<file path="src/rtl/fetch_unit.sv">
// fetch_unit: instruction fetch stage in front of the single-cycle core.
// Issues one outstanding word request at a time to a variable-latency
// instruction memory, buffers responses in a DEPTH-entry FIFO and presents
// the FIFO head to the core with a valid/ready handshake. A branch redirect
// flushes the FIFO. A response that is still in flight at the time of the
// redirect is drained and thrown away.
//
// Ports:
//   clk, reset             clock, asynchronous active-high reset
//   branch_en/target       one-cycle redirect request and new word address
//   imem_req/addr          registered memory request and word address
//   imem_ack/data          memory response strobe and instruction word
//   instr_valid/instr/     FIFO head: valid flag, instruction word, and
//   instr_addr             word address
//   instr_ready            core accepts the head this cycle
module fetch_unit #(
  parameter int DEPTH = 4,
  parameter int AW    = 32
) (
  input  logic          clk,
  input  logic          reset,
  input  logic          branch_en,
  input  logic [AW-1:0] branch_target,
  output logic          imem_req,
  output logic [AW-1:0] imem_addr,
  input  logic          imem_ack,
  input  logic [31:0]   imem_data,
  output logic          instr_valid,
  output logic [31:0]   instr,
  output logic [AW-1:0] instr_addr,
  input  logic          instr_ready
);

  localparam int PW = (DEPTH > 1) ? $clog2(DEPTH) : 1;
  localparam int CW = $clog2(DEPTH + 1);
  localparam logic [CW-1:0] DEPTH_C = CW'(DEPTH);

  typedef enum logic [1:0] {IDLE, WAIT, DRAIN} state_t;

  state_t        state_q, state_d;
  logic [AW-1:0] pc_q, pc_d;
  logic          req_q, req_d;
  logic [AW-1:0] addr_q, addr_d;
  logic [CW-1:0] cnt_q, cnt_d;
  logic [PW-1:0] rd_ptr_q, rd_ptr_d;
  logic [PW-1:0] wr_ptr_q, wr_ptr_d;

  logic [31:0]   mem_data_q [DEPTH];
  logic [AW-1:0] mem_addr_q [DEPTH];

  logic          push;
  logic          pop;
  logic          flush;
  logic [CW-1:0] cnt_after;

  assign imem_req    = req_q;
  assign imem_addr   = addr_q;
  assign instr_valid = (cnt_q != '0);
  assign instr       = mem_data_q[rd_ptr_q];
  assign instr_addr  = mem_addr_q[rd_ptr_q];

  always_comb begin
    state_d   = state_q;
    pc_d      = pc_q;
    req_d     = req_q;
    addr_d    = addr_q;
    push      = 1'b0;
    flush     = 1'b0;
    pop       = instr_valid & instr_ready;
    // Occupancy if this cycle's response is pushed alongside any pop.
    cnt_after = cnt_q + CW'(1) - CW'(pop);

    unique case (state_q)
      IDLE: begin
        if (branch_en) begin
          pc_d  = branch_target;
          flush = 1'b1;
        end else if (cnt_q < DEPTH_C) begin
          // Free slot now: the response can always be stored.
          req_d   = 1'b1;
          addr_d  = pc_q;
          state_d = WAIT;
        end
      end
      WAIT: begin
        if (branch_en) begin
          flush = 1'b1;
          pc_d  = branch_target;
          if (imem_ack) begin
            req_d   = 1'b0;
            state_d = IDLE;
          end else begin
            // Request cannot be withdrawn; wait for it and discard it.
            state_d = DRAIN;
          end
        end else if (imem_ack) begin
          push = 1'b1;
          pc_d = addr_q + AW'(1);
          if (cnt_after < DEPTH_C) begin
            addr_d = addr_q + AW'(1);
          end else begin
            req_d   = 1'b0;
            state_d = IDLE;
          end
        end
      end
      DRAIN: begin
        if (branch_en) pc_d = branch_target;
        if (imem_ack) begin
          req_d   = 1'b0;
          state_d = IDLE;
        end
      end
      default: begin
        req_d   = 1'b0;
        state_d = IDLE;
      end
    endcase

    rd_ptr_d = rd_ptr_q;
    wr_ptr_d = wr_ptr_q;
    cnt_d    = cnt_q;
    if (flush) begin
      cnt_d    = '0;
      rd_ptr_d = wr_ptr_q;
    end else begin
      if (pop)  rd_ptr_d = rd_ptr_q + PW'(1);
      if (push) wr_ptr_d = wr_ptr_q + PW'(1);
      cnt_d = cnt_q + CW'(push) - CW'(pop);
    end
  end

  always_ff @(posedge clk or posedge reset) begin
    if (reset) begin
      state_q  <= IDLE;
      pc_q     <= '0;
      req_q    <= 1'b0;
      addr_q   <= '0;
      cnt_q    <= '0;
      rd_ptr_q <= '0;
      wr_ptr_q <= '0;
    end else begin
      state_q  <= state_d;
      pc_q     <= pc_d;
      req_q    <= req_d;
      addr_q   <= addr_d;
      cnt_q    <= cnt_d;
      rd_ptr_q <= rd_ptr_d;
      wr_ptr_q <= wr_ptr_d;
    end
  end

  // Payload storage carries no reset; it is only read while instr_valid=1.
  always_ff @(posedge clk) begin
    if (push) begin
      mem_data_q[wr_ptr_q] <= imem_data;
      mem_addr_q[wr_ptr_q] <= addr_q;
    end
  end

endmodule

</file>
<file path="config.mk">
export PLATFORM = sky130hd
export DESIGN_NAME = fetch_unit
export DESIGN_NICKNAME = d
export VERILOG_FILES = /design/src/rtl/fetch_unit.sv
export SDC_FILE = /design/constraint.sdc
export NUM_CORES = 1
export LEC_CHECK = 0
export CAP_MARGIN = 20
export CORE_MARGIN = 2
export CORE_UTILIZATION = 50
export DETAILED_ROUTE_END_ITERATION = 8
export PLACE_DENSITY = 0.73
export SYNTH_ARGS = -nofsm -noshare
export SYNTH_HDL_FRONTEND = slang
export SYNTH_SLANG_ARGS = --single-unit
</file>
<file path="constraint.sdc">
create_clock -name clk -period 6.9 [get_ports clk]
set_clock_uncertainty 0.1 [all_clocks]
set_input_delay 1.38 -clock clk [delete_from_list [all_inputs] [get_ports clk]]
set_output_delay 1.38 -clock clk [all_outputs]
set_load 0.03 [all_outputs]
</file>
# --- Yosys cells after proc, flatten, opt, wreduce, memory -nomap -nowiden ---
# Memory sizes are Yosys's and may differ from the RTL's.
# Index checks and enable logic that the tools add are counted.
# Widths: inputs -> output; s select.
word_totals:
  regBits: 74
  ram_bits: 256
  out_inout_bits: 98
  wordCells: 78
  n_memories: 2
mem_list:
  columns: ["name", "depth", "word_bits", "read_ports", "rd_clocked_by_memory_dff", "wr", "line_no", "text"]
  rows:
  - ["mem_addr_q", 4, 32, 1, 0, 1, "49", "logic [AW-1:0] mem_addr_q [DEPTH];"]
  - ["mem_data_q", 4, 32, 1, 0, 1, "48", "logic [31:0] mem_data_q [DEPTH];"]
op_classes:
  addsub: 7
  n_lt_le_gt_ge: 2
  eq_ne: 11
  mux: 35
  bitwise_logic: 2
  reduce_logical: 12
op_table:
  columns: ["cell", "count"]
  rows:
  - ["$mux 32", 8]
  - ["$pmux 32 s2", 2]
  - ["$add 32x1->32 const B", 1]
  - ["$mux 2", 9]
  - ["$mux 1", 13]
  - ["$ne 2x2->1 const B", 6]
  - ["$lt 3x3->1 const B", 2]
  - ["$ne 3x3->1 const B", 2]
  - ["$pmux 2 s3", 1]
  - ["$reduce_and 6->1", 1]
  - ["$reduce_bool 2->1", 3]
  - ["$sub 3x1->3", 2]
  - ["$reduce_and 5->1", 1]
  - ["$add 2x1->2 const B", 2]
  - ["$reduce_and 4->1", 1]
  - ["$reduce_or 2->1", 2]
  - ["$add 3x1->3", 1]
  - ["$add 3x1->3 const B", 1]
  - ["$mux 3", 1]
  - ["$pmux 1 s3", 1]
  - ["$reduce_and 3->1", 1]
  - ["$reduce_bool 3->1", 1]
  - ["$eq 2x1->1 const B", 1]
  - ["$eq 2x2->1 const B", 1]
  - ["other kinds (5)", 5]

# --- Depth between registers and ports, before layout ---
# Gate-level depths: netlist of run 1.
depth:
  ltp_word: 8
  ltp_mapped: 13
  depth_no_buf: 10

# --- Worst setup path before layout of run 1 ---
# Ideal clock, no wire load.
synth_path:
  kind: "input-to-reg"
  startpoint: "input port imem_ack"
  endpoint: "memory mem_addr_q[0][0], enable pin"
  setup_ps: 429
  arrival_time_ps: 3178
  t_required_ps: 6371
  path_slack_ps: 3193
  cell_stages: 3
  cell_sequence: "and2_1 buf_4 and3_1"
synth_via:
  elab_chain_len: 5
synth_lines:
  columns: ["element", "line_no", "text"]
  rows:
  - ["start, declared", "26", "input logic imem_ack,"]
  - ["$mux 1", "96", "end else if (imem_ack) begin"]
  - ["$mux 1", "86", "if (branch_en) begin"]
  - ["$mux 1", "73", "unique case (state_q)"]
  - ["$mux 1", "155", "if (push) begin"]
  - ["$mux 1 (implied by the code)", "157", "mem_addr_q[wr_ptr_q] <= addr_q;"]
  - ["end, declared", "49", null]
# Every way passes these cells.

# --- Final worst setup path of run 1 ---
layout_path:
  startpoint: "register rd_ptr_q[0]"
  endpoint: "output port instr_addr[14]"
layout_via:
  elab_chain_len: 1
layout_lines:
  columns: ["element", "line_no", "text"]
  rows:
  - ["start, declared", "45", "logic [PW-1:0] rd_ptr_q, rd_ptr_d;"]
  - ["start signal, assigned", "148", "rd_ptr_q <= rd_ptr_d;"]
  - ["$mem_v2 4x32", null, null]
  - ["end, declared", "30", "output logic [AW-1:0] instr_addr,"]
# Every way passes these cells.

==> qor.yml, run 1 <==
route.detailed.drc: 0
cp-startpoint: "rd_ptr_q[0]"
synth-main-ff-cell: "edfxtp_1"
die_x_um: 169
grt_pass1_wl_um: 46600
reg2reg_slack_ns: 3.92
first_iter_violations: 791
crit_path_end_kind: "output pin"
synthArstFlopShare_pct: 22.4
cts.sinks: 330
syn_area_mm2: 0.0136
grt_overflow_total: 0
antenna_found_initial: 1
grt_pass1_vias: 8124
max_stage_delay_ns: 0.64
drive_gt1_share_pct: 14.5
clock_latency_ns: 0.50
period_needed_ns: 4.57
setup_viol: 0
crit_type: "flop to output pin"
critPathLaunchType: "flop"
fill_cells: 1944
syn_inst: 838
grt_max_degree: 65
viasPerCell: 5.88
slew_violations: 0
postCtsSetupBuffers: 0
p_leak_nw: 5.68
critPathTopFamily: "buffers and inverters"
required_ns: 5.42
first_pass_iters: 5
cts_tree: "yes"
pwr_density_cell_mw_per_mm2: 435
port-buffer-count: 166
cts_buffer_depth: 3
rr_worst_depth: 6
yosysTopAreaCellShare_pct: 56.7
syn_area_per_cell_um2: 16.2
cap_violations: 0
h-tree-depth: 2
syn_nets: 915
worst_slew_pin_slew_ns: 1.07
yosysTopAreaCell: "edfxtp_1"
hp-class: "flop to flop"
setup_tns_ns: 0
holdBufCountCts: 0
root_buffer: "clkbuf_16"
wl_per_cell_um: 21.7
cp_slowest_cell: "clkdlybuf4s50_1"
ir_drop_mv: 0.211
seq_area_frac_synth_pct: 70.4
arrival_ns: 3.09
top_level_ports: 167
nNetsFinal: 1081
die_area_mm2: 0.0284
grt.total_usage_pct: 21.3
path_buf_inv: 3
wl_um: 29700
cp_max_fo: 35
fp.dieH_um: 169
yosys_warnings: 0
syn_to_final_growth_pct: 23.2
clkTransAtPathRegs_ns: 0.06
whs_ns: 0.376
hold_viol_final: 0
core_region_area_mm2: 0.0268
start_util_pct: 50.6
crit_chain: "buf_16, buf_4, mux4_2, clkdlybuf4s50_1"
ys_types: 58
fmax_mhz: 219
vias: 8063
relSlewSlack_pct: 28.8
place.gp.congestion: 0.847
worstReg2RegEnd: "pc_q[30]"
fin_crit_sh_pct: 66.3
synth_edf_count: 256
r2r_start: "imem_addr[0]"
hpwl_um: 17600
cts_made_buffers: 36
rows: 60
synth-seq-cells: 330
synthTopCellsByArea: "edfxtp_1 57%, dfrtp_1 14%, mux4_2 11%, o21ai_0 2.4%, nand2_1 1.7%"
antenna_cells: 0
cts.repair.resized: 0
cp.depth: 4
final_antenna_net_count: 0
rsz0062_at_grt: "no"
status: "completed"
cp-endpoint: "instr_addr[14]"
[per-stage QoR]
stage	instance area [um2]	setup slack, ns	util (%)	power [W]	std cells
floorplan	13600	3.19	-	0.00448	838
global placement	15500	2.25	57.9	0.00543	1304
detailed placement	15500	2.14	57.9	0.00547	1304
CTS	16600	1.96	62.1	0.00730	1368
global route	16700	2.14	62.3	0.00760	1371
finish	16700	2.33	62.3	0.00727	1371
[cells in the mapped netlist, types with 12 or more instances]
library cell / n
nor2_1: 28
clkbuf_1: 31
a21oi_1: 36
edfxtp_1: 256
xor2_1: 12
nand3_1: 28
xnor2_1: 15
o21ai_0: 65
a32oi_1: 12
mux4_2: 64
nand2_1: 60
dfrtp_1: 74
[cell type report]
| type | count | area, um2 | area share [%] |
|---|---|---|---|
| multi-input combinational | 446 | 3760 | 22.5 |
| timing repair buffer | 179 | 1800 | 10.8 |
| inverter | 11 | 41.3 | 0.247 |
| clock buffer | 40 | 937 | 5.61 |
| tap | 341 | 427 | 2.56 |
| clock inverter | 24 | 189 | 1.13 |
| sequential | 330 | 9550 | 57.2 |
[tightest hold or removal path, stage by stage (launching register included)]
cell and delay [ns]:
dfrtp_1 0.34, nand2_1 0.05, o21ai_0 0.06
[how the worst min path moves through the flow]
stage	startpoint	to	slack [ns]	cells past startpoint
final	pc_q[8]	pc_q[8]	0.38	2
after global routing	pc_q[12]	pc_q[12]	0.40	2
after CTS	pc_q[18]	pc_q[18]	0.38	1
after detailed placement	pc_q[18]	pc_q[18]	0.36	1
after global placement	pc_q[12]	pc_q[12]	0.36	2
after floorplan	pc_q[18]	pc_q[18]	0.34	1
[cell usage in the layout (no fill, tap or decap), types with 4 or more instances in the layout]
master,count
edfxtp_1,256
clkdlybuf4s50_1,166
dfrtp_1,72
o21ai_0,65
mux4_2,64
nand2_1,60
clkbuf_16,37
a21oi_1,35
nor2_1,28
nand3_1,28
xnor2_1,15
xor2_1,12
a32oi_1,12
nand4_1,11
inv_1,10
clkinv_2,10
buf_4,10
clkinv_1,9
nor3_1,7
nor4_1,7
a21o_1,7
ha_1,7
and3_1,6
o22ai_1,6
a2bb2oi_1,6
nor2b_1,5
a31oi_1,5
and2_1,4
mux2i_1,4
a211oi_1,4
o211ai_1,4
and3_4,4
[logic make-up (layout without fill, tap and decap cells)]
kind of cell / count (synthesis) / in the layout / synth area share [%]
AO/OA/AOI/OAI: 162 / 162 / 7.25
adder cells (fa/ha/maj): 8 / 8 / 0.794
flip-flops: 330 / 330 / 70.4
buffers and inverters: 62 / 254 / 2.12
XOR/XNOR: 27 / 27 / 1.75
multiplexers: 68 / 68 / 10.9
AND/OR/NAND/NOR: 181 / 181 / 6.77
[power by group]
part | switching (W) | leakage (nW) | internal (W) | total, W
sequential | 0.000423 | 3.19 | 0.00250 | 0.00292
combinational | 0.00139 | 1.93 | 0.00114 | 0.00252
clock | 0.000733 | 0.555 | 0.00109 | 0.00182
[per-layer routing]
layer,vias to the layer above,wire (um),GRT usage (%)
met4,2,522,5.10
met5,-,13,0
met2,294,14200,33.4
met1,4081,13200,31.2
li1,3634,-,-
met3,52,1830,4.21
[sequential cells by signal (all words and copies together), names as in the netlist]
| register | flops |
|---|---|
| cnt_q | 3 |
| rd_ptr_q | 2 |
| mem_data_q | 128 |
| state_q | 2 |
| pc_q | 32 |
| wr_ptr_q | 2 |
| imem_addr | 32 |
| imem_req | 1 |
| mem_addr_q | 128 |
Power figures use the tool's default switching activity.
==> run 2: changes to the inputs <==
PLACE_DENSITY = 0.76   (was 0.73)
clock period = 3.8 ns   (was 6.9 ns; I/O delays follow)
==> qor.yml, run 2 (synthesis gave the netlist of run 1 again) <==
fmax_mhz: 288
antenna_found_initial: 0
first_iter_violations: 816
place.gp.congestion: 0.822
final_cell_mix: "256 x edfxtp_1, 166 x clkdlybuf4s50_1, 72 x dfrtp_1"
start_util_pct: 50.6
port-buffer-count: 166
p_leak_nw: 5.77
vias: 8106
route.detailed.drc: 0
instances_no_fill: 1382
required_ns: 2.94
grt_overflow_total: 0
fin_crit_sh_pct: 91.5
seqCellArea_mm2: 0.00955
hold_viol_final: 0
grt_pass1_wl_um: 46100
cp_max_fo: 36
clockPowerShare_pct: 25.8
crit_chain: "buf_12, mux4_2, clkdlybuf4s50_1"
wl_um: 29700
holdBufCountCts: 0
nNetsFinal: 1093
hp-class: "flop to flop"
period_needed_ns: 3.48
first_pass_iters: 5
grt_max_degree: 46
hpwl_um: 18300
fp.dieH_um: 169
seqPwrFrac_pct: 39.4
worst_slew_pin_slew_ns: 1.11
pwr_density_cell_mw_per_mm2: 793
p_sw_share_pct: 34.4
grt_pass1_vias: 8235
root_buffer: "clkbuf_16"
grt.total_usage_pct: 21.0
relSlewSlack_pct: 26.3
layout_commonest_cell: "edfxtp_1"
die_area_mm2: 0.0284
top_regs: "mem_addr_q: 128 flops, mem_data_q: 128 flops"
switchingPower_w: 0.00462
drive_gt1_share_pct: 15.2
ir_drop_mv: 0.320
status: "completed"
critPathLaunchType: "flop"
slew_violations: 0
cts.repair.resized: 0
p_int_w: 0.00879
cts.sinks: 330
multi_input_area_mm2: 0.00376
cts_buffer_depth: 3
cp_slowest_cell: "clkdlybuf4s50_1"
cap_violations: 0
wl_per_cell_um: 21.5
top_level_ports: 167
setup_viol: 0
antenna_cells: 0
h-tree-depth: 2
crit_path_end_kind: "output pin"
fill_cells: 1906
cts_tree: "yes"
arrival_ns: 2.62
postCtsSetupBuffers: 0
p_comb_share_pct: 34.8
rsz0062_at_grt: "no"
cts_made_buffers: 36
max_stage_delay_ns: 0.65
final_antenna_net_count: 0
core_region_area_mm2: 0.0268
rows: 60
clock_latency_ns: 0.50
syn_to_final_growth_pct: 24.7
clkTransAtPathRegs_ns: 0.06
viasPerCell: 5.87
setup_tns_ns: 0
die_x_um: 169
crit_type: "flop to output pin"
placed_cells: 1319
-- run 2: cell count changes in the layout (fill, tap and decap cells not counted), sizes merged --
| cell | previous run | this run |
|---|---|---|
| clkinvlp | 2 | 3 |
| clkbuf | 40 | 46 |
| clkinv | 19 | 9 |
| bufinv | 3 | 5 |
| buf | 13 | 25 |
-- run 2: path summary, 6_finish.rpt --
path	start	to	slack (ns)	cells after the start
setup / recovery	rd_ptr_q[0]	instr_addr[16]	0.32	3
hold / removal	pc_q[18]	pc_q[18]	0.37	1
setup reg to reg	imem_addr[1]	pc_q[30]	0.89	6
hold reg to reg	pc_q[18]	pc_q[18]	0.37	1
max in group asynchronous	reset	pc_q[22]	2.24	3
min in group asynchronous	reset	pc_q[28]	0.64	2
-- run 2: cell type report --
| type | count | share of cell area (%) |
|---|---|---|
| Timing Repair Buffer | 191 | 11.5 |
| Multi-Input combinational cell | 446 | 22.2 |
| Clock buffer | 46 | 5.74 |
| Sequential cell | 330 | 56.5 |
| Inverter | 11 | 0.244 |
| Tap cell | 341 | 2.52 |
| Clock inverter | 17 | 1.24 |
-- run 2: layer usage --
metal | global-route usage (%) | wire (um) | vias to the layer above
li1 | - | - | 3664
met1 | 28.7 | 12700 | 4117
met2 | 34.6 | 14400 | 280
met3 | 4.40 | 1880 | 45
met4 | 6.18 | 688 | 0
met5 | 0 | 0 | -
-- run 2: power by group through the flow --
stage | Clock [W] | Sequential [W] | Combinational, W
6_report | 0.00346 | 0.00528 | 0.00466
5_1_grt | 0.00368 | 0.00537 | 0.00496
4_1_cts | 0.00353 | 0.00529 | 0.00471
3_5_place_dp | 0 | 0.00536 | 0.00468
3_3_place_gp | 0 | 0.00532 | 0.00463
2_1_floorplan | 0 | 0.00532 | 0.00281
-- run 2: worst max-delay path: cells and delay by family, from the launching register on --
kind | cells | cell delay (ns)
buffers and inverters | 2 | 0.97
multiplexers | 1 | 0.54
flip-flops | 1 | 0.58
-- run 2: per-stage QoR --
stage	hold WS (ns)	total power [W]	utilization, %	instance area, um2	setup WS [ns]
2_1_floorplan	0.344	0.00813	-	13600	0.713
3_5_place_dp	0.361	0.0100	58.7	15700	0.382
4_1_cts	0.373	0.0135	63.1	16900	0.261
6_report	0.369	0.0134	63.1	16900	0.325
3_3_place_gp	0.357	0.00995	58.7	15700	0.421
5_1_grt	0.391	0.0140	63.1	16900	0.191
==> variant 1, RTL diff (settings of run 2) <==
Take the reset off `pc_q` and `addr_q` and load them in a clocked block of their own.
--- a/src/rtl/fetch_unit.sv
+++ b/src/rtl/fetch_unit.sv
@@ -133,21 +133,22 @@
   always_ff @(posedge clk or posedge reset) begin
     if (reset) begin
       state_q  <= IDLE;
-      pc_q     <= '0;
       req_q    <= 1'b0;
-      addr_q   <= '0;
       cnt_q    <= '0;
       rd_ptr_q <= '0;
       wr_ptr_q <= '0;
     end else begin
       state_q  <= state_d;
-      pc_q     <= pc_d;
       req_q    <= req_d;
-      addr_q   <= addr_d;
       cnt_q    <= cnt_d;
       rd_ptr_q <= rd_ptr_d;
       wr_ptr_q <= wr_ptr_d;
     end
+  end
+
+  always_ff @(posedge clk) begin
+    pc_q   <= pc_d;
+    addr_q <= addr_d;
   end
 
   // Payload storage carries no reset; it is only read while instr_valid=1.
Check against the original RTL: not equivalent (a bounded check fails within 4 cycles, from zero or initial values and one cycle with reset high).
==> variant 1 against run 2 <==
Cell area down 2.3%. Utilization up 0.29 points. Synthesized area down 2.3%. Sequential power down 6.8%. Worst hold slack better by 0.052 ns. Critical path depth unchanged. Global-route usage down 1.1 points. Sequential cell count unchanged. Wire length down 6.9%. Worst setup slack worse by 0.021 ns. Sequential share of layout area up 3.3 points. Power down 11%.
==> variant 1: results <==
export IMPL_drive_above_1_share_pct=15.8
export IMPL_cts_buffer_depth=3
export IMPL_tightest_slew_ns=0.563
export IMPL_firstDrtPassIters=4
export IMPL_grt_max_degree=65
export IMPL_drtIter0Drc=567
export IMPL_stdcell_count=1268
export IMPL_dpl_hpwl_microns=17200
export IMPL_htree_num_levels=2
export IMPL_grt_total_usage_pct=19.9
export IMPL_path_max_fanout=26
export IMPL_placed_area_sq_mm=0.0154
export IMPL_syn_avg_cell_area_sq_um=18.2
export IMPL_synth_adder_area_share_pct=0.813
export IMPL_reg_top3="mem_addr_q: 128 flops, mem_data_q: 128 flops"
export IMPL_synth_yosys_warnings=0
export IMPL_final_nets=986
export IMPL_hold_start="pc_q[11]$_DFFE_PP_"
export IMPL_grt_pass1_wl_microns=42900
export IMPL_synth_compound_area_share_pct=4.05
export IMPL_synth_xor_area_share_pct=1.12
export IMPL_clkSlewWorstSetupHoldPaths_ns=0.06
export IMPL_clockRootBuffer="clkbuf_16"
export IMPL_status="complete, no violations"
export IMPL_synth_cell_types=45
export IMPL_async_flop_share_pct=3.03
export IMPL_dp_cells=1208
export IMPL_place_congestion=0.788
export IMPL_synthMuxAreaShare_pct=11.0
export IMPL_drt_wirelength_per_cell_microns=21.8
export IMPL_ys_seq_area_share_pct=74.5
export IMPL_slew_viol_final=0
export IMPL_min_path_type="register to register"
export IMPL_cts_resized_gates=0
export IMPL_crit_arrival_ns=2.64
export IMPL_r2r_start="imem_addr[0]$_DFFE_PP_"
export IMPL_synth_nets=803
export IMPL_leakage_nw=5.37
export IMPL_cp_slowest_cell="dfrtp_4"
export IMPL_power_switching_mw=3.80
export IMPL_synth_area_top_cells="edfxtp_1 (73%), mux4_2 (11%), dfrtp_1 (1.9%)"
export IMPL_post_place_ws_ns=0.600
export IMPL_peakVddDrop_uv=527
export IMPL_numCtsBuffers=34
export IMPL_max_stage_delay_ns=0.64
export IMPL_antenna_found_initial=0
export IMPL_numPortBuffers=166
export IMPL_synth_edf_count=320
export IMPL_setup_viol=0
export IMPL_post_cts_buffers=0
export IMPL_antenna_cells=0
export IMPL_post_drt_via_cell_ratio=5.76
export IMPL_cp_startpoint="rd_ptr_q[0]$_DFFE_PP0P_"
export IMPL_insertion_delay_ns=0.50
export IMPL_yosys_top_cells_count="edfxtp_1 (320), mux4_2 (64), nand2_1 (50)"
variant 1: changes by cell type after synthesis, sizes merged, moves of 8 or more:
| cell | change |
|---|---|
| a21o | -8 |
| a32oi | -12 |
| a21oi | -34 |
| nor2 | +8 |
| a31oi | +28 |
| nand3 | -12 |
| dfrtp | -64 |
| o21ai | -29 |
| nand2 | -10 |
| clkbuf | -16 |
| edfxtp | +64 |
variant 1: per-layer routing:
metal	global-route usage (%)	share of wire [%]
met5	0	0
met4	4.50	1.7
met3	3.47	5.4
met2	32.1	48
met1	29.0	45
variant 1: critical path: cells and delay by family (launching register included):
kind                   cells  cell delay, ns
multiplexers               1            0.56
flip-flops                 1            0.64
buffers and inverters      2            0.91
variant 1: cell type report:
cell class                 count  area [sq um]
clock inverter                18           186
tap                          335           419
sequential                   330          9870
timing repair buffer         186          1910
fill                        1855          9550
inverter                      11          41.3
clock buffer                  42           902
multi-input combinational    346          3180
variant 1: worst paths after layout:
kind                            cells after the start                 endpoint  slack [ns]
worst min-delay path                                2  imem_addr[11]$_DFFE_PP_        0.42
worst min register to register                      2  imem_addr[11]$_DFFE_PP_        0.42
max in group asynchronous                           2  rd_ptr_q[1]$_DFFE_PP0P_        2.67
min in group asynchronous                           2  rd_ptr_q[0]$_DFFE_PP0P_        0.58
worst max register to register                      5       pc_q[26]$_DFFE_PP_        1.20
worst max-delay path                                3            instr_addr[4]        0.30
variant 1: power groups by stage:
stage / clock (mW) / combinational (mW) / sequential (mW)
floorplan: 0 / 2.36 / 4.92
global placement: 0 / 3.80 / 4.98
detailed placement: 0 / 3.83 / 5.00
CTS: 3.31 / 3.85 / 4.93
global route: 3.46 / 4.02 / 4.98
finish: 3.25 / 3.80 / 4.92
==> variant 2, RTL diff (settings of run 2) <==
Without the edit above. Change the parameter `AW` from 32 to 16.
--- a/src/rtl/fetch_unit.sv
+++ b/src/rtl/fetch_unit.sv
@@ -15,7 +15,7 @@
 //   instr_ready            core accepts the head this cycle
 module fetch_unit #(
   parameter int DEPTH = 4,
-  parameter int AW    = 32
+  parameter int AW    = 16
 ) (
   input  logic          clk,
   input  logic          reset,
Ports: changed (resized branch_target, imem_addr and instr_addr); port bits go from 167 to 119. No check against the original RTL was run, so the function may have changed too.
==> variant 2 against run 2 <==
Global-route usage shrank 2.7 points. Power shrank 32%. Synthesized area shrank 31%. Worst setup slack lost 0.057 ns. Sequential cell count shrank 96. Wire length shrank 39%. Cell area shrank 31%. Cell count shrank 34%. Largest power group unchanged.
==> variant 2: results <==
export IMPL_status="complete, no violations"
export IMPL_place_congestion=0.864
export IMPL_synth_nets=593
export IMPL_syn_avg_cell_area_sq_um=17.7
export IMPL_dp_cells=868
export IMPL_post_drt_via_cell_ratio=5.70
export IMPL_stdcell_count=912
export IMPL_clkPwrFrac_pct=26.4
export IMPL_grt_max_degree=49
export IMPL_min_period_over_period_pct=93.0
export IMPL_numCtsBuffers=24
export IMPL_max_stage_delay_ns=0.71
export IMPL_wl_met2_microns=8850
export IMPL_tightest_slew_ns=0.851
export IMPL_placed_area_sq_mm=0.0109
export IMPL_reg_top3="mem_data_q: 128 flops, mem_addr_q: 64 flops"
export IMPL_grt_met3_usage_pct=3.74
export IMPL_htree_num_levels=1
export IMPL_synth_edf_count=192
export IMPL_grt_pass1_wl_microns=28600
export IMPL_nFillCells=1270
export IMPL_peakVddDrop_uv=427
export IMPL_ys_seq_area_share_pct=72.4
export IMPL_synth_area_top_cells="edfxtp_1 (61%), mux4_2 (11%), dfrtp_1 (11%)"
export IMPL_drtIter0Drc=329
export IMPL_wirelength_microns=18200
export IMPL_dpl_hpwl_microns=11400
export IMPL_yosys_top_cells_count="edfxtp_1 (192), mux4_2 (48), dfrtp_1 (42)"
export IMPL_gr_usage_met2_pct=30.8
export IMPL_synth_cell_types=46
export IMPL_wl_met3_microns=1230
export IMPL_async_flop_share_pct=17.9
export IMPL_grt_total_usage_pct=18.3
export IMPL_post_place_ws_ns=0.305
export IMPL_leakage_nw=3.96
export IMPL_numPortBuffers=118
export IMPL_crit_arrival_ns=2.67
export IMPL_grt_pass1_vias=5324
export IMPL_swShare_pct=33.3
export IMPL_use_met1_pct=25.4
export IMPL_drive_above_1_share_pct=17.0
[variant 2: cell types whose count changed in the layout (fill, tap and decap cells not counted), moves of 18 or more]
cell             delta
edfxtp_1           -64
clkdlybuf4s50_1    -48
nand2_1            -36
dfrtp_1            -32
o21ai_0            -30
nand3_1            -20
a21oi_1            -18
[variant 2: final cells by class]
type,instances,area share [%]
multi-input combinational,260,20.6
sequential,234,58.2
clock buffer,30,5.50
clock inverter,14,1.55
inverter,9,0.288
timing repair buffer,131,11.3
tap,234,2.50
[variant 2: metrics by stage]
step / util [%] / power, mW / hold slack [ns]
floorplan: - / 5.57 / 0.349
global placement: 58.6 / 6.69 / 0.364
detailed placement: 58.6 / 6.75 / 0.371
CTS: 63.0 / 9.18 / 0.385
global route: 63.0 / 9.52 / 0.420
finish: 63.0 / 9.10 / 0.380
[variant 2: cell families (layout without fill, tap and decap cells)]
kind of cell | after synthesis | in the layout | synth area share (%)
DFF | 234 | 234 | 72.4
and+or+nand+nor | 96 | 96 | 5.15
AOI/OAI and AO/OA | 86 | 86 | 5.69
muxes | 50 | 50 | 11.7
buffers and inverters | 38 | 184 | 2.02
xor gates and xnor gates | 20 | 20 | 1.86
adders and majority gates | 8 | 8 | 1.14
[variant 2: final timing paths]
path | from | end | cells past startpoint
setup / recovery | rd_ptr_q[0]$_DFFE_PP0P_ | instr_addr[8] | 3
hold / removal | pc_q[6]$_DFFE_PP0P_ | pc_q[6]$_DFFE_PP0P_ | 2
setup reg to reg | state_q[1]$_DFFE_PP0P_ | cnt_q[2]$_DFF_PP0_ | 10
hold reg to reg | pc_q[6]$_DFFE_PP0P_ | pc_q[6]$_DFFE_PP0P_ | 2
max in group asynchronous | reset | pc_q[8]$_DFFE_PP0P_ | 3
min in group asynchronous | reset | imem_addr[13]$_DFFE_PP0P_ | 2
